==> config.mk <==
export PLATFORM = sky130hd
export DESIGN_NAME = note_judge_ctrl
export DESIGN_NICKNAME = d
export VERILOG_FILES = /design/src/rtl/note_judge_ctrl.sv
export SDC_FILE = /design/constraint.sdc
export NUM_CORES = 1
export LEC_CHECK = 0
export CAP_MARGIN = 10
export CORE_MARGIN = 10
export CORE_UTILIZATION = 30
export CTS_CLUSTER_SIZE = 40
export DETAILED_ROUTE_END_ITERATION = 6
export HOLD_SLACK_MARGIN = 0.06
export PLACE_DENSITY = 0.62
export REMOVE_ABC_BUFFERS = 1
export SYNTH_ARGS = -nofsm -noshare
export SYNTH_HDL_FRONTEND = slang
export SYNTH_SLANG_ARGS = --single-unit
==> constraint.sdc <==
create_clock -name clk -period 5 [get_ports clk]
set_input_delay 0.5 -clock clk [delete_from_list [all_inputs] [get_ports clk]]
set_output_delay 0.5 -clock clk [all_outputs]
set_load 0.01 [all_outputs]
==> src/rtl/note_judge_ctrl.sv <==
// Rhythm-game note judge: grades key presses against chart notes within a timing window.
// Optional COMBO_BONUS_EN: hits taken at a pre-increment combo of 10 or more score one extra point.
module note_judge_ctrl #(
  parameter logic [3:0] REST           = 4'd0,
  parameter logic [3:0] EOF            = 4'd15,
  parameter int         WINDOW_CYCLES  = 16,
  parameter int         PERFECT_CYCLES = 4
) (
  input  logic        clk,
  input  logic        rst,
  input  logic        note_valid,
  input  logic [3:0]  cur_note,
  input  logic [3:0]  cur_octave,
  input  logic        keypad_valid,
  input  logic [3:0]  keypad_note,
  input  logic [3:0]  keypad_octave,
  output logic [19:0] score,
  output logic [9:0]  combo,
  output logic [9:0]  max_combo,
  output logic        hit_perfect,
  output logic        hit_good,
  output logic        miss,
  output logic        game_over
);

  localparam int            TW     = $clog2(WINDOW_CYCLES + 1);
  localparam logic [TW-1:0] T_LAST = TW'(WINDOW_CYCLES - 1);
  localparam logic [TW-1:0] T_PERF = TW'(PERFECT_CYCLES);

  typedef enum logic [1:0] {IDLE, JUDGE, LOCKED, END} state_t;

  state_t        state, state_n;
  logic [TW-1:0] timer, timer_n;
  logic [3:0]    lat_note, lat_note_n, lat_oct, lat_oct_n;
  logic [19:0]   score_n;
  logic [9:0]    combo_n, max_n;
  logic          perf_n, good_n, miss_n;
  logic          match, take_note, hit;
  logic [1:0]    pts;
  logic [20:0]   sum;

  assign match     = keypad_valid && keypad_note == lat_note && keypad_octave == lat_oct;
  assign game_over = (state == END);

  always_comb begin
    state_n    = state;
    timer_n    = timer;
    lat_note_n = lat_note;
    lat_oct_n  = lat_oct;
    score_n    = score;
    combo_n    = combo;
    max_n      = max_combo;
    perf_n     = 1'b0;
    good_n     = 1'b0;
    miss_n     = 1'b0;
    take_note  = 1'b0;
    hit        = 1'b0;
    pts        = 2'd0;
    sum        = 21'd0;

    case (state)
      IDLE, LOCKED: take_note = note_valid;
      JUDGE: begin
        timer_n   = timer + 1'b1;
        take_note = note_valid;
        if (match) begin
          hit     = 1'b1;
          perf_n  = (timer < T_PERF);
          good_n  = !(timer < T_PERF);
          state_n = LOCKED;
        end else if (note_valid || timer == T_LAST) begin
          miss_n  = 1'b1;
          combo_n = 10'd0;
          state_n = IDLE;
        end
      end
      default: ;
    endcase

    if (hit) begin
      pts = perf_n ? 2'd2 : 2'd1;
`ifdef COMBO_BONUS_EN
      if (combo >= 10'd10) pts = pts + 2'd1;
`endif
      sum     = {1'b0, score} + 21'(pts);
      score_n = sum[20] ? 20'hFFFFF : sum[19:0];
      combo_n = (combo == 10'd1023) ? combo : combo + 10'd1;
      if (combo_n > max_combo) max_n = combo_n;
    end

    // A new note overrides the post-judge state even on the deciding edge
    if (take_note) begin
      if (cur_note == EOF) begin
        state_n = END;
      end else if (cur_note == REST) begin
        state_n = IDLE;
      end else begin
        lat_note_n = cur_note;
        lat_oct_n  = cur_octave;
        timer_n    = '0;
        state_n    = JUDGE;
      end
    end
  end

  always_ff @(posedge clk or posedge rst) begin
    if (rst) begin
      state       <= IDLE;
      timer       <= '0;
      lat_note    <= 4'd0;
      lat_oct     <= 4'd0;
      score       <= 20'd0;
      combo       <= 10'd0;
      max_combo   <= 10'd0;
      hit_perfect <= 1'b0;
      hit_good    <= 1'b0;
      miss        <= 1'b0;
    end else begin
      state       <= state_n;
      timer       <= timer_n;
      lat_note    <= lat_note_n;
      lat_oct     <= lat_oct_n;
      score       <= score_n;
      combo       <= combo_n;
      max_combo   <= max_n;
      hit_perfect <= perf_n;
      hit_good    <= good_n;
      miss        <= miss_n;
    end
  end

endmodule

==> results_dict.tcl <==
set metrics [dict create \
    maxCapViolCount 0 \
    grt_pass1_vias 2764 \
    timing.final.crit_period_ns 3.842 \
    hold_class "register to register" \
    grt_antenna_before_repair 0 \
    ys_ff_latch 58 \
    cp_common_cell "nand3_1" \
    fin_crit_sh_pct 76.84 \
    vias 2738 \
    hpwlAfterDp_um 6463 \
    cts_sinks 58 \
    synth_commonest_cells "dfrtp_1, inv_1, nand3_1, a21oi_1, nor2_1" \
    drt_iter0_drc 144 \
    dieHeight_um 124.1 \
    io-pin-count 64 \
    netlist_area_um2 3249 \
    setup_viol 0 \
    dr.pass1.iters 4 \
    grt_max_degree 59 \
    yosys_warnings 0 \
    syn_to_final_growth_pct 30.84 \
    critPathMaxFanout 16 \
    synth_cell_types 43 \
    p_leak_nw 1.853 \
    cts_buffers 9 \
    synth.most_common_cell "dfrtp_1" \
    root_buffer "clkbuf_8" \
    slew_headroom_pct 39.25 \
    synth-main-ff-cell "dfrtp_1" \
    htreeDepth 3 \
    synthTopCellsByArea "dfrtp_1, ha_1, nand3_1, mux2i_1, a21oi_1" \
    initial_core_util_pct 31.20 \
    clk_pin_slew_ns 0.06 \
    routed_wirelength_um 8429 \
    layout-drive-gt1-share_pct 8.068 \
    wl_per_cell_um 15.47 \
    die_w_um 124.1 \
    required_ns 5.25 \
    synth_edf_count 0 \
    drt-vias-per-instance 5.024 \
    grt_overflow_total 0 \
    finalHoldViolations 0 \
    drv_slew 0 \
    post_cts_resized 0 \
    crit_path_top_delay_cell "or4_1" \
    die_area_um2 15390 \
    ir_drop_mv 0.1542 \
    cts_hold_buf 0 \
    postLayoutCoreUtil_pct 40.82 \
    clock_path_buffers 2 \
    worstSetupPathType "primary input to register" \
    critical_path.endpoint_type "register" \
    place_inst 529 \
    setup-tns-final_ns 0 \
    cts_tree "built" \
    critPathLaunchType "primary input" \
    synth_largest_area_cell "dfrtp_1" \
    rsz0062_at_grt "no" \
    numPortBuffers 63 \
    drc_errors 0 \
    std_cell_rows 37 \
    fmaxAchievable_mhz 260.3 \
    final_cells 545 \
    tightest_slew_ns 0.9079 \
    syn_avg_cell_area_um2 9.758 \
    crit_arrival_ns 4.09 \
    status "completed" \
    ys_async_sr_fraction_pct 100.0 \
    clk_latency_ns 0.34 \
    grt_pass1_wl_um 13630 \
    grt_util_all_layers_pct 11.14 \
    final_net_count 440 \
    critPathMaxStageDelay_ns 0.60 \
    core_area_um2 10420 \
    p_per_area_nw_per_um2 261.7 \
    crit_chain "clkdlybuf4s50_1 -> xnor2_1 -> nand3_1 -> or4_1 -> nand2b_1 -> fa_1 -> or3_1 -> nor4_4 -> buf_4 -> nand3_1 -> a31oi_1" \
    n_antenna_cell 0 \
    postRouteAntennaNets 0 \
    cts_setup_buffers 0 \
    synthCells 333 \
    finalWeightedCongestion 0.8689 \
    skew_ns 0.01327 \
    seq_area_frac_synth_pct 44.67 \
    synth_top_area_share_pct 44.67 \
]
area by class of cell:
class | count | area [um2]
fill | 1007 | 6165
multi-input combinational | 240 | 1655
sequential | 58 | 1451
timing repair buffer | 70 | 683.2
tap | 136 | 170.2
clock buffer | 14 | 162.7
inverter | 25 | 93.84
clock inverter | 2 | 35.03
cell usage in the layout, fill, tap and decap left out, types with 11 or more instances in the layout:
cell and n:
clkdlybuf4s50_1 63, dfrtp_1 58, inv_1 24, nand3_1 23, a21oi_1 20, nor2_1 19
nand2_1 18, o21ai_0 17, ha_1 15, nand4_1 13, and3_1 12, xnor2_1 11
mux2i_1 11, clkbuf_8 11
layer usage:
metal  track usage (%)  wire length, um
met4             2.950               80
met2             17.79             3788
met1             13.79             3921
met3             4.299              638
met5                 0                0
sequential cells by signal, summed over array words and instances, names as in the netlist:
register,flops
state,2
lat_note,4
miss,1
hit_perfect,1
max_combo,10
hit_good,1
score,20
combo,10
timer,5
lat_oct,4
kinds of logic after synthesis:
kind of cell / Yosys count / share of synthesized area (%)
AND/OR/NAND/NOR: 122 / 20.95
AO/OA/AOI/OAI: 67 / 12.90
flip-flops: 58 / 44.67
buffers and inverters: 35 / 4.389
multiplexers: 22 / 7.201
adder cells (fa/ha/maj): 16 / 6.392
XOR/XNOR: 13 / 3.504
critical path: cells and delay by family:
kind	cells	cell delay [ns]
simple gates	6	1.95
buf+inv	2	0.66
fa+ha+maj	1	0.50
compound gates	1	0.27
xor+xnor	1	0.21
power breakdown:
group,switching [mW],internal [mW],total [mW]
clock network,0.182,0.257,0.440
registers,0.0234,0.498,0.521
logic,0.0818,0.0702,0.152
final timing paths:
check / start / depth (start not counted) / to / slack, ns
max in group asynchronous: rst / 3 / score[12] / 3.81
hold reg to reg: lat_note[0] / 1 / lat_note[0] / 0.51
hold / removal: lat_note[0] / 1 / lat_note[0] / 0.51
setup reg to reg: lat_note[3] / 10 / score[11] / 1.35
setup / recovery: keypad_note[3] / 11 / score[11] / 1.16
min in group asynchronous: rst / 3 / max_combo[4] / 0.70
stage by stage:
stage | total power, mW | hold slack [ns] | cell area [um2] | worst slack (ns)
finish | 1.113 | 0.5121 | 4252 | 1.158
global route | 1.175 | 0.5395 | 4252 | 0.8988
CTS | 1.129 | 0.5163 | 4252 | 1.144
detailed placement | 0.6835 | 0.5016 | 4054 | 0.8068
global placement | 0.6769 | 0.4957 | 4054 | 0.8515
floorplan | 0.6213 | 0.4813 | 3201 | 1.446
Note: power is estimated with default switching activity, not from simulation.
